## src/rtl/vector_sum_sched.sv

```systemverilog
// vector_sum_sched: issues vectors to an external summing pipeline, tracks
// them with a valid shift register and buffers returned sums in a
// first-word-fall-through FIFO. Issue is credit-gated (in-flight plus
// buffered) so the FIFO can never overflow, and a flush drains everything
// before reporting completion.
// Optional: define VECTOR_SUM_SCHED_STATS_EN to add the stat_issued and
// stat_stall counters.
module vector_sum_sched #(
    parameter int DIM        = 2,
    parameter int W_u        = 32,
    parameter int LATENCY    = DIM,
    parameter int FIFO_DEPTH = 4,
    localparam int RES_W     = W_u + $clog2(DIM)
) (
    input  logic                 Clock,
    input  logic                 Resetn,
    input  logic                 in_valid,
    output logic                 in_ready,
    input  logic [DIM*W_u-1:0]   in_vec,
    input  logic                 flush,
    output logic                 flush_done,
    output logic [DIM*W_u-1:0]   dp_u,
    input  logic [RES_W-1:0]     dp_sum,
    output logic                 out_valid,
    input  logic                 out_ready,
    output logic [RES_W-1:0]     out_sum,
    output logic                 busy
`ifdef VECTOR_SUM_SCHED_STATS_EN
    ,
    output logic [31:0]          stat_issued,
    output logic [31:0]          stat_stall
`endif
);

    localparam int AW = (FIFO_DEPTH > 1) ? $clog2(FIFO_DEPTH) : 1;
    localparam int CW = $clog2(FIFO_DEPTH + 1);

    typedef enum logic [1:0] {IDLE, RUN, DRAIN} state_t;

    state_t             r_state;
    logic               r_flush_done;
    logic [LATENCY-1:0] r_vld;
    logic [CW-1:0]      r_in_flight;
    logic [CW-1:0]      r_count;
    logic [AW-1:0]      r_wr_ptr;
    logic [AW-1:0]      r_rd_ptr;
    logic [RES_W-1:0]   r_mem [FIFO_DEPTH];

    logic               w_xfer;
    logic               w_tap;
    logic               w_pop;
    logic [CW:0]        w_credit;

    // Credit uses registered counts only, so a pop frees a slot one cycle later.
    assign w_credit   = {1'b0, r_in_flight} + {1'b0, r_count};
    assign in_ready   = (r_state == RUN) && !flush && (w_credit < (CW+1)'(FIFO_DEPTH));
    assign w_xfer     = in_valid && in_ready;
    assign dp_u       = w_xfer ? in_vec : '0;
    assign w_tap      = r_vld[LATENCY-1];
    assign out_valid  = (r_count != '0);
    assign w_pop      = out_valid && out_ready;
    assign out_sum    = r_mem[r_rd_ptr];
    assign busy       = (r_in_flight != '0) || (r_count != '0);
    assign flush_done = r_flush_done;

    // Control FSM: leave IDLE after reset, enter DRAIN on flush, return when empty.
    always_ff @(posedge Clock or negedge Resetn) begin
        if (!Resetn) begin
            r_state      <= IDLE;
            r_flush_done <= 1'b0;
        end else begin
            r_flush_done <= 1'b0;
            case (r_state)
                IDLE:    r_state <= RUN;
                RUN:     if (flush) r_state <= DRAIN;
                DRAIN: begin
                    if (r_in_flight == '0 && r_count == '0) begin
                        r_state      <= RUN;
                        r_flush_done <= 1'b1;
                    end
                end
                default: r_state <= IDLE;
            endcase
        end
    end

    // Valid shift register and in-flight counter mirror the summing pipeline.
    always_ff @(posedge Clock or negedge Resetn) begin
        if (!Resetn) begin
            r_vld       <= '0;
            r_in_flight <= '0;
        end else begin
            r_vld       <= (r_vld << 1) | LATENCY'(w_xfer);
            r_in_flight <= r_in_flight + CW'(w_xfer) - CW'(w_tap);
        end
    end

    // Result FIFO: push on tap, pop on output handshake; pointers wrap naturally.
    always_ff @(posedge Clock or negedge Resetn) begin
        if (!Resetn) begin
            r_count  <= '0;
            r_wr_ptr <= '0;
            r_rd_ptr <= '0;
            for (int i = 0; i < FIFO_DEPTH; i++) r_mem[i] <= '0;
        end else begin
            if (w_tap) begin
                r_mem[r_wr_ptr] <= dp_sum;
                r_wr_ptr        <= r_wr_ptr + AW'(1);
            end
            if (w_pop) r_rd_ptr <= r_rd_ptr + AW'(1);
            case ({w_tap, w_pop})
                2'b10:   r_count <= r_count + CW'(1);
                2'b01:   r_count <= r_count - CW'(1);
                default: r_count <= r_count;
            endcase
        end
    end

`ifdef VECTOR_SUM_SCHED_STATS_EN
    logic [31:0] r_stat_issued;
    logic [31:0] r_stat_stall;

    assign stat_issued = r_stat_issued;
    assign stat_stall  = r_stat_stall;

    // Free-running wrap-around counters of accepted vectors and stalled offers.
    always_ff @(posedge Clock or negedge Resetn) begin
        if (!Resetn) begin
            r_stat_issued <= '0;
            r_stat_stall  <= '0;
        end else begin
            if (w_xfer)               r_stat_issued <= r_stat_issued + 32'd1;
            if (in_valid && !in_ready) r_stat_stall  <= r_stat_stall + 32'd1;
        end
    end
`endif

endmodule

```

## config.mk

```make
export PLATFORM = sky130hd
export DESIGN_NAME = vector_sum_sched
export DESIGN_NICKNAME = d
export VERILOG_FILES = /design/src/rtl/vector_sum_sched.sv
export SDC_FILE = /design/constraint.sdc
export NUM_CORES = 1
export LEC_CHECK = 0
export CAP_MARGIN = 20
export CORE_ASPECT_RATIO = 2
export CORE_UTILIZATION = 35
export CTS_BUF_LIST = sky130_fd_sc_hd__clkbuf_8
export DETAILED_ROUTE_END_ITERATION = 8
export MAX_ROUTING_LAYER = met4
export PLACE_DENSITY = 0.7
export SLEW_MARGIN = 20
export SYNTH_ARGS = -nofsm -noshare
export SYNTH_HDL_FRONTEND = slang
export SYNTH_SLANG_ARGS = --single-unit
```

## constraint.sdc

```tcl
create_clock -name Clock -period 3.7 [get_ports Clock]
set_input_delay 0.74 -clock Clock [delete_from_list [all_inputs] [get_ports Clock]]
set_output_delay 0.74 -clock Clock [all_outputs]
set_load 0.01 [all_outputs]
```

* After elaboration in Yosys (flattened, before gate mapping)
Index checks and enable logic that the tools add are counted.
** Operators by class
- Magnitude comparators :: 4
- Equal/unequal tests :: 6
- Mux-type cells :: 13
- Reductions and logical operators :: 15
- Bitwise operators :: 3
- Add/sub/neg operators :: 7
** Operators with widths (count)
- 132-bit bitwise mux :: 1
- 33-bit two-way mux :: 3
- 33-bit binary-select mux with 2-bit select :: 1
- 33-bit demux with 2-bit select :: 1
- 64-bit two-way mux :: 1
- 3-bit greater-or-equal comparator, second input constant :: 2
- 1-bit logical AND :: 6
- 3-bit logical NOT :: 2
- 2-bit NOT with 3-bit output :: 2
- 2-bit case mux with 3 select lines :: 1
- 3-bit case mux with 2 select lines :: 1
- 3-bit nonzero test :: 2
- 2-bit by 1-bit adder with 2-bit output, second input constant :: 2
- 3-bit by 3-bit adder with 4-bit output :: 1
- 2-bit by 1-bit equality test with 1-bit output, second input constant :: 2
- 2-bit equality test, second input constant :: 2
- 4-bit by 3-bit less-than comparator with 1-bit output, second input constant :: 1
- 2-bit two-way mux :: 2
- 2-bit != test, second input constant :: 2
- 3-bit by 1-bit adder with 3-bit output :: 1
- 3-bit by 1-bit adder with 3-bit output, second input constant :: 1
- 3-bit by 1-bit less-than comparator with 1-bit output, second input constant :: 1
- 3-bit by 1-bit subtractor with 3-bit output :: 1
- 3-bit by 1-bit subtractor with 3-bit output, second input constant :: 1
- 7 further kinds :: 8
** Storage, ports and cells
- Output and inout bits :: 101
- Word-level logic and storage cells :: 59
- Register bits after elaboration :: 147
- Input port bits :: 102

* Longest topological paths before layout
Gate-level depths: netlist (run 1).
- Depth after elaboration :: 6
- Mapped depth :: 13
- Gate-level depth less buffers :: 11

* Least setup slack after synthesis (run 1)
No wires, ideal clock.
- Path type :: register to register
- Start point :: reg r_in_flight[2]
- End point :: reg r_in_flight[2]
- Required time :: 3.575 ns
- Setup time :: 0.125 ns
- Path slack :: 0.936 ns
- Path buffers :: 2
- Arrival :: 2.638 ns
- Clock period less this slack :: 2.764 ns
- Stages on the path, launching flop included :: 14
- Cells stage by stage :: dfrtp_1 > ha_1 > nor4b_1 > and3_1 > buf_2 > buf_2 > nand2_1 > ha_1 > inv_1 > ha_1 > inv_1 > fa_1 > xnor2_1 > xnor2_1
** Between the ends
- Cells in the longest elaborated chain, start to end :: 6
** RTL lines
- from (decl) :: RTL line 43 : logic [CW-1:0] r_in_flight;
- from (signal assigned) :: RTL line 94 : r_in_flight <= r_in_flight + CW'(w_xfer) - CW'(w_tap);
- 3-bit by 3-bit adder with 4-bit output :: RTL line 55 : assign w_credit = {1'b0, r_in_flight} + {1'b0, r_count};
- 4-bit by 3-bit less-than comparator with 1-bit output :: RTL line 56 : assign in_ready = (r_state == RUN) && !flush && (w_credit < (CW+1)'(FIFO_DEPTH));
- 1-bit logical AND :: RTL line 56
- via in_ready :: RTL line 18 : output logic in_ready,
- 1-bit logical AND :: RTL line 57 : assign w_xfer = in_valid && in_ready;
- 3-bit by 1-bit adder with 3-bit output :: RTL line 94
- 3-bit by 1-bit subtractor with 3-bit output :: RTL line 94
The timed path passes the listed nets, and every way through them passes these cells.
A chain may end at the register's enable or synchronous reset.

* Worst setup path after layout (run 1)
- Start point :: reg r_in_flight[2]
- End point :: out dp_u[10]
** Between the ends
- Cells in the longest elaborated chain, start to end :: 5
** RTL lines
- 3-bit by 3-bit adder with 4-bit output :: RTL line 55
- 4-bit by 3-bit less-than comparator with 1-bit output :: RTL line 56
- 1-bit logical AND :: RTL line 56
- 1-bit logical AND :: RTL line 57
- 64-bit two-way mux :: RTL line 58 : assign dp_u = w_xfer ? in_vec : '0;
- to (decl) :: RTL line 22 : output logic [DIM*W_u-1:0] dp_u,
Every way passes these cells.

==> impl_metrics.toml, run 1 <==
[synth]
seq_area_frac_synth_pct = 53.6
synthMuxAreaShare_pct = 32.6
synth_compound_area_share_pct = 0.273
async_reset_ff_share_pct = 100
yosysWarnings = 0
synth_fa_ha_area_share_pct = 2.22
synth_edf_count = 0
ys_types = 26
synth_top_family_by_area = "multiplexers"
syn_avg_cell_area_um2 = 14.8
synth-simple-area-share_pct = 7.51
yosys.area_share.xor_xnor_pct = 1.02
synth_fp_nets = 576
ys_ff_latch = 147
syn_inst = 463
syn_area_um2 = 6870
ys.flop_type = "dfrtp_1"

[setup_path]
reg2reg_from = "r_in_flight[2]$_DFF_PN0_"
r2r-end = "r_in_flight[2]$_DFF_PN0_"
worst_ep_required_time_ns = 2.96
startpoint = "r_in_flight[2]$_DFF_PN0_"
worstRegToRegCells = 12
rrSetupSlack_ns = 0.85
crit_arrival_ns = 2.71
cp-end-kind = "output port"
cp_max_fo = 67
critPathKind = "register to output port"
startpoint_type = "register"

[layout]
final_cells = 927
final_cell_mix = "clkdlybuf4s50_1 (201), dfrtp_1 (145), mux2_2 (132)"
regArea_um2 = 3680
syn_to_final_growth_pct = 38.8
drive_gt1_share_pct = 31.4
utilization_pct = 49.4
fill_cells = 1725
final_common_cell = "clkdlybuf4s50_1"
multi_input_area_um2 = 3010
final_cell_area_um2 = 9530
nets = 768

[sta]
rsz0062_at_grt = "false"
setup_viol = 0
fin_crit_sh_pct = 93.2
relSlewSlack_pct = 31.5
setup_slack_ns = 0.252
finalHoldWorstSlack_ns = 0.351
period_minus_slack_ns = 3.45
slew_viol_final = 0
final.setup.tns_ns = 0
hold_viol_final = 0
finClkSkew_ns = 0.0102
fmax_mhz = 290
tightestPinTransition_ns = 1.02

[clock_tree]
cts-hold-fix-buffers = 0
clk_root_buffer_cell = "clkbuf_8"
numCtsBuffers = 17
path_clk_slew_ns = 0.08
cts_tree = "built"
cts_resized = 0
clkSinkCount = 147
clk_latency_ns = 0.45
cts-htree-levels = 4
cts_setup_buffers = 0
cts.path.max_buffers = 2

[die]
start_util_pct = 35.6
chipHeight_um = 200
num_rows = 72
dieArea_um2 = 20200
io_pins = 203
core_um2 = 19300
die_w_um = 101

[place]
place_hpwl_mm = 12.3
dp_cells = 895
gp_congestion = 0.847
dpl-instance-area_um2 = 9160
place_ws_ns = 0.424
portBuffers = 202

[drt]
drt_iter0_markers = 98
viasPerCell = 5.01
dr.pass1.iters = 4
postRouteAntennaNets = 0
route.detailed.drc = 0
vias = 4643
wl_per_cell_um = 19.0
wl_mm = 17.6

[pwr]
ir_worst_vdd_uv = 241
leakagePower_nw = 4.08
design_power_total_mw = 6.83
pwr_density_cell_nw_per_um2 = 716

[global_routing]
grt_first_pass_wirelength_mm = 27.9
overflow = 0
grt_pass1_vias = 5392
grt_max_degree = 89
antenna_found_initial = 0
track_usage_pct = 19.2

[hold_path]
hold_path.class = "primary input to async pin"

[status]
status = "finished clean"

[flow_run]
cap_violations = 0
==> synth_stat cells (2+ instances only) <==
library cell	n	share of area (%)
xor2_1	4	0.51
xnor2_1	4	0.51
inv_1	10	0.55
buf_2	18	1.3
mux2_2	132	22
nand2_1	6	0.33
clkbuf_1	16	0.87
nor2_1	3	0.16
fa_1	2	0.58
and3_1	65	5.9
nand3_1	2	0.15
ha_1	9	1.6
dfrtp_1	147	54
mux4_2	33	11
==> logic make-up (layout without fill, tap and decap cells) <==
group,after synthesis,in the layout
AOI/OAI and AO/OA,3,3
buffers and inverters,45,248
other,0,2
adders and majority gates,11,11
and+or+nand+nor,83,83
DFF,147,147
muxes,166,166
xor gates and xnor gates,8,8
==> critical path: stages (launching register included) <==
cell and delay [ns]:
dfrtp_1 0.42, ha_1 0.30, nor4b_1 0.26, and3_1 0.25, buf_12 0.23, and3_1 0.18, clkdlybuf4s50_1 0.60
==> cell type report <==
cell class / count / share of cell area [%]
Sequential cell: 147 / 38.6
Multi-Input combinational cell: 271 / 31.6
Timing Repair Buffer: 208 / 22.1
Tap cell: 259 / 3.40
Clock buffer: 18 / 2.60
Clock inverter: 12 / 1.27
Inverter: 10 / 0.394
Antenna cell: 2 / 0.0525
==> sequential cells by signal (all words and copies together), names as in the netlist <==
register     flops
r_mem          132
r_count          3
r_in_flight      3
r_rd_ptr         2
r_state          2
r_vld            2
r_wr_ptr         2
flush_done       1
==> report_power, final <==
group,switching (mW),total [mW],leakage (nW),internal [mW]
Sequential,0.415,2.70,1.72,2.28
Combinational,1.08,2.95,2.17,1.86
Clock,0.585,1.18,0.190,0.600
Total,2.08,6.83,4.08,4.74
==> worst max-delay path by stage <==
stage | endpoint | slack (ns) | depth (start not counted)
2_1_floorplan | r_in_flight[2]$_DFF_PN0_ | 0.94 | 13
3_3_place_gp | dp_u[0] | 0.39 | 6
3_5_place_dp | dp_u[0] | 0.42 | 6
4_1_cts | dp_u[0] | 0.21 | 6
5_1_grt | dp_u[10] | 0.11 | 6
6_report | dp_u[10] | 0.25 | 6
==> routing by layer <==
layer,up-vias,part of all wire [%],track usage (%)
met5,-,0,-
met4,0,3.5,9.72
met3,26,4.5,3.48
met2,199,57,36.0
met1,2344,35,18.4
li1,2074,-,-
Power figures use the tool's default switching activity.
==> run 2, diff against run 1 <==
==> constraint.sdc (replaced) <==
create_clock -name Clock -period 3.7 [get_ports Clock]
set_input_delay 0.555 -clock Clock [delete_from_list [all_inputs] [get_ports Clock]]
set_output_delay 0.555 -clock Clock [all_outputs]
set_load 0.01 [all_outputs]
==> run 2 against run 1 <==
Flip-flop and latch count did not move. Die area did not move. Design area up 1.1%. Non-clock buffer count unchanged. First-iteration DRC count up 33%. Final cell count is the same. Register-to-register slack got worse by 0.25 ns. Hold slack got worse by 0.20 ns. Power rose by 3.6%. Clock power is 21% higher.
==> impl_metrics.toml, run 2 (synthesis results as in run 1) <==
[sta]
fmax_mhz = 286
period_minus_slack_ns = 3.49
final.setup.tns_ns = 0
tightestPinTransition_ns = 1.06
setup_slack_ns = 0.209
finClkSkew_ns = 0.0114
fin_crit_sh_pct = 94.4
relSlewSlack_pct = 29.0
hold_viol_final = 0
finalHoldWorstSlack_ns = 0.155
slew_viol_final = 0
setup_viol = 0
rsz0062_at_grt = "false"

[setup_path]
crit_arrival_ns = 2.94
worst_ep_required_time_ns = 3.14
cp-end-kind = "output port"
critPathKind = "register to output port"
cp_max_fo = 67
startpoint_type = "register"

[die]
io_pins = 203
start_util_pct = 35.6
dieArea_um2 = 20200
chipHeight_um = 200
die_w_um = 101
num_rows = 72
core_um2 = 19300

[clock_tree]
clk_latency_ns = 0.44
cts-htree-levels = 4
cts-hold-fix-buffers = 0
numCtsBuffers = 17
cts_resized = 0
clk_root_buffer_cell = "clkbuf_8"
cts_setup_buffers = 0
cts.path.max_buffers = 2
cts_tree = "built"
clkSinkCount = 147
path_clk_slew_ns = 0.07

[pwr]
internal_power_mw = 5.00
p_switching_mw = 2.07
leakagePower_nw = 4.14
p_sw_share_pct = 29.3
pwr-share-comb_pct = 41.2
seqPwrFrac_pct = 38.6
pwr_density_cell_nw_per_um2 = 734
ir_worst_vdd_uv = 267
p_clk_share_pct = 20.2
design_power_total_mw = 7.07

[layout]
largest_register_ff_count = 132
final_cell_mix = "clkdlybuf4s50_1 (201), dfrtp_1 (145), mux2_2 (132)"
fill_cells = 1690
syn_to_final_growth_pct = 40.2
drive_gt1_share_pct = 31.4
final_common_cell = "clkdlybuf4s50_1"
largest_registers = "r_mem: 132 flops, r_count: 3 flops, r_in_flight: 3 flops"
diodes = 0
utilization_pct = 49.9
top_register = "r_mem"
nets = 768

[place]
portBuffers = 202
place_hpwl_mm = 12.4
gp_congestion = 0.870
place_ws_ns = 0.590

[drt]
vias = 4676
drt_iter0_markers = 130
wl_per_cell_um = 18.9
dr.pass1.iters = 4
viasPerCell = 5.04
wl_mm = 17.6
postRouteAntennaNets = 0
route.detailed.drc = 0

[global_routing]
grt_pass1_vias = 5510
track_usage_pct = 19.0
antenna_found_initial = 0
grt_first_pass_wirelength_mm = 27.6
grt_max_degree = 85
overflow = 0

[status]
status = "finished clean"

[flow_run]
cap_violations = 0

[hold_path]
hold_path.class = "primary input to async pin"
[run 2: changes by cell type in the layout (fill, tap and decap cells not counted), moves of 2 or more]
cell,change
bufinv_16,+3
clkbuf_8,+2
clkinv_4,-2
clkinvlp_4,-2
diode_2,-2
[run 2: path summary, 6_finish.rpt]
kind,start,end,slack [ns],depth (start not counted)
min reg2reg,r_vld[0]$_DFF_PN0_,r_vld[1]$_DFF_PN0_,0.35,0
min in group Clock,r_vld[0]$_DFF_PN0_,r_vld[1]$_DFF_PN0_,0.35,0
max in group asynchronous,Resetn,r_mem[34]$_DFFE_PN0P_,2.66,2
max,r_in_flight[2]$_DFF_PN0_,dp_u[41],0.21,6
max reg2reg,r_in_flight[2]$_DFF_PN0_,r_in_flight[2]$_DFF_PN0_,0.60,12
min,Resetn,r_state[1]$_DFFE_PN0P_,0.16,1
[run 2: final cells by class]
| cell class | instances | area (um^2) | area share [%] |
|---|---|---|---|
| clock buffers | 20 | 275 | 2.86 |
| clock inverters | 12 | 186 | 1.94 |
| inverters | 10 | 37.5 | 0.390 |
| multi-input cells | 271 | 3010 | 31.2 |
| flip-flops and latches | 147 | 3680 | 38.2 |
| well taps | 259 | 324 | 3.37 |
| repair buffers | 208 | 2120 | 22.0 |
[run 2: stage by stage]
step	instances	area, um^2
2_1_floorplan	463	6870
3_3_place_gp	895	9170
3_5_place_dp	895	9170
4_1_cts	927	9630
5_1_grt	927	9630
6_report	927	9630
[run 2: metal layers]
metal / up-vias / global-route usage (%) / routed length (um)
met3: 25 / 3.73 / 740
met2: 207 / 35.7 / 10100
li1: 2078 / - / -
met5: - / - / 0
met1: 2366 / 18.6 / 6210
met4: 0 / 7.46 / 473
[run 2: critical path: stages (launching register included)]
cell and delay, ns:
dfrtp_1 0.42, ha_1 0.31, nor4b_1 0.31, and3_1 0.21, buf_4 0.41, and3_1 0.25
clkdlybuf4s50_1 0.56
[run 2: power by group through the flow]
stage	logic [mW]	clock network (mW)	registers [mW]
global placement	2.88	0	2.67
CTS	2.98	1.48	2.73
global route	3.14	1.54	2.81
floorplan	1.85	0	2.53
detailed placement	2.97	0	2.76
finish	2.91	1.43	2.73
